$ cat config.mk
export PLATFORM = sky130hd
export DESIGN_NAME = mem_arbiter_flat
export DESIGN_NICKNAME = d
export VERILOG_FILES = /design/src/rtl/mem_arbiter_pkg.sv /design/src/rtl/mem_arbiter_if.sv /design/src/rtl/mem_arbiter.sv /design/src/flat_wrapper.sv
export SDC_FILE = /design/constraint.sdc
export NUM_CORES = 1
export LEC_CHECK = 0
export CORE_ASPECT_RATIO = 1.4
export CORE_MARGIN = 8
export CORE_UTILIZATION = 45
export DETAILED_ROUTE_END_ITERATION = 12
export GPL_ROUTABILITY_DRIVEN = 0
export PLACE_DENSITY_LB_ADDON = 0.15
export SLEW_MARGIN = 10
export SYNTH_ARGS = -nofsm -noshare
export SYNTH_HDL_FRONTEND = slang
export SYNTH_SLANG_ARGS = --single-unit
$ cat constraint.sdc
create_clock -name clockIn -period 4.72 [get_ports clockIn]
set_input_delay 0.708 -clock clockIn [delete_from_list [all_inputs] [get_ports clockIn]]
set_output_delay 0.708 -clock clockIn [all_outputs]
set_load 0.05 [all_outputs]
$ cat src/rtl/mem_arbiter_pkg.sv
// Shared constants for the memory arbiter, load/store buffer and icache:
// state encodings, access-type codes and the IO address selector.
package mem_arbiter_pkg;

  typedef enum logic [1:0] {
    ST_IDLE       = 2'b00,
    ST_INST_READ  = 2'b01,
    ST_DATA_READ  = 2'b10,
    ST_DATA_WRITE = 2'b11
  } state_e;

  typedef enum logic [1:0] {
    ACC_NONE = 2'b00,
    ACC_BYTE = 2'b01,
    ACC_HALF = 2'b10,
    ACC_WORD = 2'b11
  } acc_e;

  localparam logic [1:0] IO_SEL_DEFAULT = 2'b11;

  typedef struct packed {
    logic        vld;
    acc_e        typ;
    logic        rd;
    logic [31:0] addr;
    logic [31:0] data;
  } pend_t;

  function automatic logic [2:0] acc_bytes(input acc_e t);
    case (t)
      ACC_BYTE: acc_bytes = 3'd1;
      ACC_HALF: acc_bytes = 3'd2;
      default:  acc_bytes = 3'd4;
    endcase
  endfunction

endpackage

$ cat src/rtl/mem_arbiter_if.sv
// Bus bundle between the arbiter, the byte-wide RAM and its two clients
// (instruction fetch and the load/store buffer).
interface mem_arbiter_if;
  logic [7:0]  memIn;
  logic [7:0]  memOut;
  logic [31:0] memAddr;
  logic        memWr;
  logic        ioBufferFull;
  logic        instReq;
  logic [31:0] instAddr;
  logic        instValid;
  logic [31:0] instOut;
  logic [1:0]  accessType;
  logic        readWriteIn;
  logic [31:0] dataAddr;
  logic [31:0] dataIn;
  logic        dataValid;
  logic [31:0] dataOut;
  logic        dataWriteSuc;

  modport master (
    input  memIn, ioBufferFull, instReq, instAddr, accessType, readWriteIn, dataAddr, dataIn,
    output memOut, memAddr, memWr, instValid, instOut, dataValid, dataOut, dataWriteSuc
  );

  modport slave (
    output memIn, ioBufferFull, instReq, instAddr, accessType, readWriteIn, dataAddr, dataIn,
    input  memOut, memAddr, memWr, instValid, instOut, dataValid, dataOut, dataWriteSuc
  );
endinterface

$ cat src/rtl/mem_arbiter.sv
// Byte-serial RAM arbiter: serves instruction fetches and one pending data
// access at a time, with IO-write backpressure, flush and global stall.
module mem_arbiter
  import mem_arbiter_pkg::*;
#(
  parameter logic [1:0] IO_SEL = IO_SEL_DEFAULT
) (
  input  logic          clockIn,
  input  logic          resetIn,
  input  logic          readyIn,
  input  logic          clearIn,
  mem_arbiter_if.master bus
);

  state_e      r_state;
  logic [2:0]  r_step;
  logic        r_done;
  pend_t       r_pend;
  logic [31:0] r_base;
  logic [2:0]  r_len;
  logic [31:0] r_wdata;
  logic [31:0] r_rdata;
  logic        r_io;
  logic        r_memWr;
  logic [7:0]  r_memOut;
  logic [31:0] r_memAddr;
  logic        r_instValid;
  logic [31:0] r_instOut;
  logic        r_dataValid;
  logic [31:0] r_dataOut;
  logic        r_dataWriteSuc;

  logic        w_pulse;
  logic        w_drop_rd;
  logic        w_acc_data;
  logic        w_acc_inst;
  logic        w_io_block;
  logic [7:0]  w_wbyte;

  assign w_pulse    = (bus.accessType != 2'b00);
  assign w_drop_rd  = clearIn && r_pend.vld && r_pend.rd;
  assign w_acc_data = (r_state == ST_IDLE) && r_pend.vld && !w_drop_rd;
  assign w_acc_inst = (r_state == ST_IDLE) && !r_pend.vld && bus.instReq && !clearIn;
  assign w_io_block = r_io && bus.ioBufferFull;
  assign w_wbyte    = r_wdata[{r_step[1:0], 3'b000} +: 8];

  always_ff @(posedge clockIn or negedge resetIn) begin
    if (!resetIn) begin
      r_state        <= ST_IDLE;
      r_step         <= 3'd0;
      r_done         <= 1'b0;
      r_pend         <= '0;
      r_base         <= 32'd0;
      r_len          <= 3'd0;
      r_wdata        <= 32'd0;
      r_rdata        <= 32'd0;
      r_io           <= 1'b0;
      r_memWr        <= 1'b0;
      r_memOut       <= 8'd0;
      r_memAddr      <= 32'd0;
      r_instValid    <= 1'b0;
      r_instOut      <= 32'd0;
      r_dataValid    <= 1'b0;
      r_dataOut      <= 32'd0;
      r_dataWriteSuc <= 1'b0;
    end else if (readyIn) begin
      r_memWr        <= 1'b0;
      r_memOut       <= 8'd0;
      r_instValid    <= 1'b0;
      r_instOut      <= 32'd0;
      r_dataValid    <= 1'b0;
      r_dataOut      <= 32'd0;
      r_dataWriteSuc <= 1'b0;

      // A slot leaving this edge may be refilled on the same edge; otherwise the older entry wins.
      if (w_acc_data || w_drop_rd) r_pend.vld <= 1'b0;
      if (w_pulse && (!r_pend.vld || w_acc_data || w_drop_rd) && !(clearIn && bus.readWriteIn))
        r_pend <= '{vld: 1'b1, typ: acc_e'(bus.accessType), rd: bus.readWriteIn,
                    addr: bus.dataAddr, data: bus.dataIn};

      case (r_state)
        ST_IDLE: begin
          if (w_acc_data) begin
            r_base  <= r_pend.addr;
            r_len   <= acc_bytes(r_pend.typ);
            r_wdata <= r_pend.data;
            r_rdata <= 32'd0;
            r_step  <= 3'd0;
            r_done  <= 1'b0;
            r_io    <= (r_pend.addr[17:16] == IO_SEL);
            if (r_pend.rd) begin
              r_state   <= ST_DATA_READ;
              r_memAddr <= r_pend.addr;
            end else begin
              r_state <= ST_DATA_WRITE;
            end
          end else if (w_acc_inst) begin
            r_state   <= ST_INST_READ;
            r_base    <= bus.instAddr;
            r_len     <= 3'd4;
            r_rdata   <= 32'd0;
            r_step    <= 3'd0;
            r_done    <= 1'b0;
            r_io      <= 1'b0;
            r_memAddr <= bus.instAddr;
          end
        end
        ST_INST_READ, ST_DATA_READ: begin
          if (clearIn) begin
            r_state <= ST_IDLE;
            r_step  <= 3'd0;
            r_done  <= 1'b0;
          end else if (r_step < r_len) begin
            r_rdata[{r_step[1:0], 3'b000} +: 8] <= bus.memIn;
            if ((r_step + 3'd1) < r_len) r_memAddr <= r_base + {29'd0, r_step} + 32'd1;
            r_step <= r_step + 3'd1;
          end else if (!r_done) begin
            r_done <= 1'b1;
          end else begin
            if (r_state == ST_INST_READ) begin
              r_instValid <= 1'b1;
              r_instOut   <= r_rdata;
            end else begin
              r_dataValid <= 1'b1;
              r_dataOut   <= r_rdata;
            end
            r_state <= ST_IDLE;
            r_step  <= 3'd0;
            r_done  <= 1'b0;
          end
        end
        ST_DATA_WRITE: begin
          // Writes are committed, so a flush does not interrupt them.
          if (r_step < r_len) begin
            if (!w_io_block) begin
              r_memWr   <= 1'b1;
              r_memAddr <= r_base + {29'd0, r_step};
              r_memOut  <= w_wbyte;
              r_step    <= r_step + 3'd1;
            end
          end else begin
            r_dataWriteSuc <= 1'b1;
            r_state        <= ST_IDLE;
            r_step         <= 3'd0;
          end
        end
        default: r_state <= ST_IDLE;
      endcase
    end
  end

  assign bus.memWr        = r_memWr;
  assign bus.memOut       = r_memOut;
  assign bus.memAddr      = r_memAddr;
  assign bus.instValid    = r_instValid;
  assign bus.instOut      = r_instOut;
  assign bus.dataValid    = r_dataValid;
  assign bus.dataOut      = r_dataOut;
  assign bus.dataWriteSuc = r_dataWriteSuc;

endmodule
$ cat src/flat_wrapper.sv
// flat-port wrapper written by rule: the top's interface ports become plain ports
module mem_arbiter_flat import mem_arbiter_pkg::*;
#(
  parameter logic [1:0] IO_SEL = IO_SEL_DEFAULT
)
  (clockIn, resetIn, readyIn, clearIn, bus_memIn, bus_ioBufferFull, bus_instReq, bus_instAddr, bus_accessType, bus_readWriteIn, bus_dataAddr, bus_dataIn, bus_memOut, bus_memAddr, bus_memWr, bus_instValid, bus_instOut, bus_dataValid, bus_dataOut, bus_dataWriteSuc);
  mem_arbiter_if bus_i ();
  input  logic clockIn;
  input  logic resetIn;
  input  logic readyIn;
  input  logic clearIn;
  input wire logic [$bits(bus_i.memIn)-1:0] bus_memIn;
  input wire logic [$bits(bus_i.ioBufferFull)-1:0] bus_ioBufferFull;
  input wire logic [$bits(bus_i.instReq)-1:0] bus_instReq;
  input wire logic [$bits(bus_i.instAddr)-1:0] bus_instAddr;
  input wire logic [$bits(bus_i.accessType)-1:0] bus_accessType;
  input wire logic [$bits(bus_i.readWriteIn)-1:0] bus_readWriteIn;
  input wire logic [$bits(bus_i.dataAddr)-1:0] bus_dataAddr;
  input wire logic [$bits(bus_i.dataIn)-1:0] bus_dataIn;
  output wire logic [$bits(bus_i.memOut)-1:0] bus_memOut;
  output wire logic [$bits(bus_i.memAddr)-1:0] bus_memAddr;
  output wire logic [$bits(bus_i.memWr)-1:0] bus_memWr;
  output wire logic [$bits(bus_i.instValid)-1:0] bus_instValid;
  output wire logic [$bits(bus_i.instOut)-1:0] bus_instOut;
  output wire logic [$bits(bus_i.dataValid)-1:0] bus_dataValid;
  output wire logic [$bits(bus_i.dataOut)-1:0] bus_dataOut;
  output wire logic [$bits(bus_i.dataWriteSuc)-1:0] bus_dataWriteSuc;
  assign bus_i.memIn = bus_memIn;
  assign bus_i.ioBufferFull = bus_ioBufferFull;
  assign bus_i.instReq = bus_instReq;
  assign bus_i.instAddr = bus_instAddr;
  assign bus_i.accessType = bus_accessType;
  assign bus_i.readWriteIn = bus_readWriteIn;
  assign bus_i.dataAddr = bus_dataAddr;
  assign bus_i.dataIn = bus_dataIn;
  assign bus_memOut = bus_i.memOut;
  assign bus_memAddr = bus_i.memAddr;
  assign bus_memWr = bus_i.memWr;
  assign bus_instValid = bus_i.instValid;
  assign bus_instOut = bus_i.instOut;
  assign bus_dataValid = bus_i.dataValid;
  assign bus_dataOut = bus_i.dataOut;
  assign bus_dataWriteSuc = bus_i.dataWriteSuc;
  mem_arbiter #(.IO_SEL(IO_SEL)) u_core (.clockIn(clockIn), .resetIn(resetIn), .readyIn(readyIn), .clearIn(clearIn), .bus(bus_i));
endmodule
==> report_table.html <==
<table>
<tr><th>Metric</th><th>Value</th></tr>
<tr><th colspan="2">Synthesis</th></tr>
<tr><td>Count of warnings emitted by yosys</td><td>0</td></tr>
<tr><td>Nets in the synthesized netlist</td><td>1384</td></tr>
<tr><td>Most numerous cell types in the synthesized netlist</td><td>282 x sky130_fd_sc_hd__dfrtp_1, 114 x sky130_fd_sc_hd__nand2_1, 100 x sky130_fd_sc_hd__mux2_2</td></tr>
<tr><td>Cell Area, Synth</td><td>13800 sq um</td></tr>
<tr><td>Post-synth top area share</td><td>around half</td></tr>
<tr><td>Most numerous cell in the Yosys netlist</td><td>sky130_fd_sc_hd__dfrtp_1</td></tr>
<tr><td>Async set-or-reset flop fraction in the synthesized netlist</td><td>100%</td></tr>
<tr><td>Biggest area contributors in the synthesized netlist</td><td>sky130_fd_sc_hd__dfrtp_1 51%, sky130_fd_sc_hd__mux2_2 8.1%, sky130_fd_sc_hd__a22o_1 5.4%</td></tr>
<tr><td>Cell type with the largest total area after synthesis</td><td>sky130_fd_sc_hd__dfrtp_1</td></tr>
<tr><td>Ys flop type</td><td>sky130_fd_sc_hd__dfrtp_1</td></tr>
<tr><td>Count of different cell masters after synthesis</td><td>89</td></tr>
<tr><td>Synth Area per Inst</td><td>11.1 sq um</td></tr>
<tr><td>Synthesis-stage register bit count</td><td>between 200 and 300</td></tr>
<tr><td>Post-synth EDFFs</td><td>0</td></tr>
<tr><td>Proportion of synthesized chip area in sequential cells</td><td>51.0%</td></tr>
<tr><td>Cells after Synth</td><td>1251</td></tr>
<tr><th colspan="2">Global routing</th></tr>
<tr><td>GRT Overall Usage</td><td>20.2%</td></tr>
<tr><td>Global-route wire length before repair</td><td>59400 microns</td></tr>
<tr><td>Initial antenna violation count</td><td>1</td></tr>
<tr><td>Number of global-route vias before repair</td><td>10800</td></tr>
<tr><td>Pin count of the biggest net entering global routing</td><td>123</td></tr>
<tr><td>Total gr overflow</td><td>0</td></tr>
<tr><th colspan="2">Pwr</th></tr>
<tr><td>Combinational share of power</td><td>a little over two fifths</td></tr>
<tr><td>Pwr Density</td><td>613 nW/um^2</td></tr>
<tr><td>Static Leakage</td><td>7.21 nW</td></tr>
<tr><td>Internal power contribution</td><td>6.37 mW</td></tr>
<tr><td>Net switching power</td><td>~4.3 mW</td></tr>
<tr><td>Total power</td><td>10.6 mW</td></tr>
<tr><td>Power share of the sequential group</td><td>between 30% and 40%</td></tr>
<tr><td>Power share of the clock group</td><td>22.5%</td></tr>
<tr><td>Proportion of total power due to net switching</td><td>about 40%</td></tr>
<tr><td>Maximum resistive drop on vdd</td><td>a little over 0.0004 V</td></tr>
<tr><th colspan="2">Worst setup path</th></tr>
<tr><td>Capture point of the worst reg-to-reg path</td><td>u_core.bus.memAddr[20]</td></tr>
<tr><td>Worst Setup Start Kind</td><td>register</td></tr>
<tr><td>Highest fanout seen on the critical path</td><td>7</td></tr>
<tr><td>Arrival time of the worst setup path</td><td>between 4000 and 5000 ps</td></tr>
<tr><td>Crit Path Class</td><td>register to register</td></tr>
<tr><td>Required time of the critical path</td><td>~5200 ps</td></tr>
<tr><td>Worst-case reg-to-reg path depth</td><td>10</td></tr>
<tr><td>Critical Path End Type</td><td>register</td></tr>
<tr><td>Setup slack, reg-to-reg</td><td>800 ps</td></tr>
<tr><td>Reg2Reg Launch Point</td><td>u_core.r_base[0]</td></tr>
<tr><th colspan="2">STA</th></tr>
<tr><td>Final critical delay including setup and external delays</td><td>3920 ps</td></tr>
<tr><td>Fmax</td><td>255 MHz</td></tr>
<tr><td>Tightest Pin Transition</td><td>984 ps</td></tr>
<tr><td>Final hold violations</td><td>0</td></tr>
<tr><td>Min Hold Slack</td><td>86.6 ps</td></tr>
<tr><td>Count of endpoints failing setup in the final report</td><td>0</td></tr>
<tr><td>Portion of the clock cycle consumed by the worst path in the final layout</td><td>between 80% and 90%</td></tr>
<tr><td>Slew Limit Headroom</td><td>roughly 34%</td></tr>
<tr><td>Final sum of negative setup slack</td><td>0 ps</td></tr>
<tr><td>Number of pins with negative max-slew slack in the final report</td><td>0</td></tr>
<tr><td>Worst clock skew</td><td>16.1 ps</td></tr>
<tr><td>Unrepaired setup endpoints after global routing</td><td>false</td></tr>
<tr><th colspan="2">Floorplan</th></tr>
<tr><td>Die boundary height</td><td>approximately 220 microns</td></tr>
<tr><td>DIE AREA</td><td>36700 sq um</td></tr>
<tr><td>Die outline width</td><td>164 microns</td></tr>
<tr><td>Standard-cell rows</td><td>76</td></tr>
<tr><td>Initial core utilization</td><td>45.3%</td></tr>
<tr><td>Core region area</td><td>30500 sq um</td></tr>
<tr><td>Top Ports</td><td>221</td></tr>
<tr><th colspan="2">Detailed routing</th></tr>
<tr><td>Violation count after the first detailed-route iteration</td><td>614</td></tr>
<tr><td>Detail-routed net length per standard cell</td><td>20.3 microns</td></tr>
<tr><td>WL final</td><td>37600 microns</td></tr>
<tr><td>Via count</td><td>10600</td></tr>
<tr><td>First-pass detailed-route iteration total</td><td>5</td></tr>
<tr><td>Detailed-route DRC error count</td><td>0</td></tr>
<tr><td>Mean number of vias per cell</td><td>~5.7</td></tr>
<tr><td>Residual antenna-violating net count after detailed routing</td><td>0</td></tr>
<tr><th colspan="2">Final layout</th></tr>
<tr><td>Utilization of the core after routing</td><td>56.8%</td></tr>
<tr><td>Fraction of final layout cells sized beyond drive strength 1</td><td>14.1%</td></tr>
<tr><td>Non-filler cells in the finished layout</td><td>1854</td></tr>
<tr><td>Layout net count</td><td>between 1500 and 2000</td></tr>
<tr><td>Layout fillers</td><td>2630</td></tr>
<tr><td>N_diodes</td><td>0</td></tr>
<tr><td>Synthesis-to-finish area growth</td><td>25.4%</td></tr>
<tr><th colspan="2">Clocking</th></tr>
<tr><td>H-Tree Level Count</td><td>1</td></tr>
<tr><td>CTS Root Buffer Type</td><td>sky130_fd_sc_hd__clkbuf_16</td></tr>
<tr><td>Cts hold-fix bufs</td><td>0</td></tr>
<tr><td>Clock transition at path regs</td><td>60 ps</td></tr>
<tr><td>Post-cts gate resize count</td><td>0</td></tr>
<tr><td>Deepest clock path buffer count</td><td>3</td></tr>
<tr><td>Setup Fix Bufs, Post-CTS</td><td>0</td></tr>
<tr><td>Number of clock sinks</td><td>282</td></tr>
<tr><td>Worst skew pair latency</td><td>570 ps</td></tr>
<tr><td>Clock tree from TritonCTS</td><td>done</td></tr>
<tr><td>Number of buffers created by CTS</td><td>28</td></tr>
<tr><th colspan="2">Place</th></tr>
<tr><td>Placed instance count</td><td>1803</td></tr>
<tr><td>DP HPWL</td><td>26900 microns</td></tr>
<tr><td>Port Buffer Count</td><td>220</td></tr>
<tr><th colspan="2">Outcome</th></tr>
<tr><td>Status</td><td>finished clean</td></tr>
<tr><th colspan="2">Run</th></tr>
<tr><td>Max Cap Viol</td><td>0</td></tr>
<tr><th colspan="2">Hold path</th></tr>
<tr><td>Path type of the worst min-delay path</td><td>input pin to async pin</td></tr>
</table>
## logic make-up after synthesis
family	Yosys count	share of synthesized area, %
flip-flops	282	51.0
AND/OR/NAND/NOR	320	11.6
AO/OA/AOI/OAI	326	16.9
XOR/XNOR	45	2.85
adder cells (fa/ha/maj)	20	1.86
multiplexers	142	11.9
buffers and inverters	116	3.84
## power by group through the flow
stage	clock, mW	sequential (mW)	combinational [mW]
floorplan	0	4.05	2.90
global placement	0	3.80	4.39
detailed placement	0	3.82	4.46
CTS	2.46	3.79	4.48
global route	2.54	3.88	4.86
finish	2.39	3.79	4.45
## worst max-delay path: stages (launching register included)
cell                        delay [ps]
sky130_fd_sc_hd__dfrtp_1           390
sky130_fd_sc_hd__ha_1              280
sky130_fd_sc_hd__fa_1              570
sky130_fd_sc_hd__or4b_1            550
sky130_fd_sc_hd__o32a_1            310
sky130_fd_sc_hd__and3_1            210
sky130_fd_sc_hd__a2111oi_4         450
sky130_fd_sc_hd__nand3_1           340
sky130_fd_sc_hd__or4_1             560
sky130_fd_sc_hd__nand3_1           100
sky130_fd_sc_hd__a22o_1            110
## flip-flops by register name (all words and copies together) (netlist names), 3 cells and up
| name | cells |
|---|---|
| u_core.r_pend | 68 |
| u_core.bus.dataOut | 32 |
| u_core.bus.instOut | 32 |
| u_core.bus.memAddr | 32 |
| u_core.r_base | 32 |
| u_core.r_rdata | 32 |
| u_core.r_wdata | 32 |
| u_core.bus.memOut | 8 |
| u_core.r_len | 3 |
| u_core.r_step | 3 |
## cells in the final DEF (no fill, tap or decap), types with 12 or more instances in the layout
master / instances
sky130_fd_sc_hd__dfrtp_1: 282
sky130_fd_sc_hd__clkdlybuf4s50_1: 219
sky130_fd_sc_hd__nand2_1: 114
sky130_fd_sc_hd__mux2_2: 100
sky130_fd_sc_hd__a22o_1: 86
sky130_fd_sc_hd__a21oi_1: 75
sky130_fd_sc_hd__nor2_1: 58
sky130_fd_sc_hd__o21ai_0: 54
sky130_fd_sc_hd__nand3_1: 39
sky130_fd_sc_hd__mux2i_1: 34
sky130_fd_sc_hd__inv_1: 30
sky130_fd_sc_hd__clkbuf_16: 28
sky130_fd_sc_hd__xnor2_1: 27
sky130_fd_sc_hd__buf_4: 20
sky130_fd_sc_hd__ha_1: 19
sky130_fd_sc_hd__xor2_1: 18
sky130_fd_sc_hd__nand4_1: 18
sky130_fd_sc_hd__a21o_1: 13
sky130_fd_sc_hd__or4_1: 13
sky130_fd_sc_hd__nor4_1: 12
sky130_fd_sc_hd__o211ai_1: 12
## layer usage
| layer | vias up | GRT usage [%] | part of all wire (%) |
|---|---|---|---|
| li1 | 4999 | - | - |
| met4 | 2 | 7.41 | 3.2 |
| met1 | 5271 | 24.8 | 41 |
| met3 | 77 | 3.21 | 5.3 |
| met2 | 298 | 34.8 | 50 |
| met5 | - | 0 | 0.035 |
## cell type report
type | instances | area (sq um) | share of cell area (%)
multi-input cells | 853 | 6250 | 36.1
repair buffers | 243 | 2420 | 13.9
flip-flops and latches | 282 | 7060 | 40.7
clock inverters | 17 | 219 | 1.26
well taps | 390 | 488 | 2.81
inverters | 35 | 131 | 0.758
clock buffers | 34 | 773 | 4.46
## worst max-delay path by stage
stage | start | endpoint | slack, ps | cells after the start
CTS | u_core.r_base[0] | u_core.bus.memAddr[20] | 810 | 10
floorplan | u_core.r_step[0] | u_core.bus.memAddr[20] | 1100 | 10
global route | u_core.r_step[0] | u_core.bus.memAddr[31] | 550 | 12
finish | u_core.r_base[0] | u_core.bus.memAddr[20] | 800 | 10
detailed placement | u_core.r_base[0] | u_core.bus.memAddr[20] | 820 | 10
global placement | u_core.r_base[0] | u_core.bus.memAddr[20] | 860 | 10
## per-stage QoR
stage               setup WS [ps]  cell area, sq um
global placement              860             16300
global route                  554             17300
CTS                           809             17300
detailed placement            824             16300
floorplan                    1100             13800
finish                        797             17300
(Power assumes the default switching activity.)
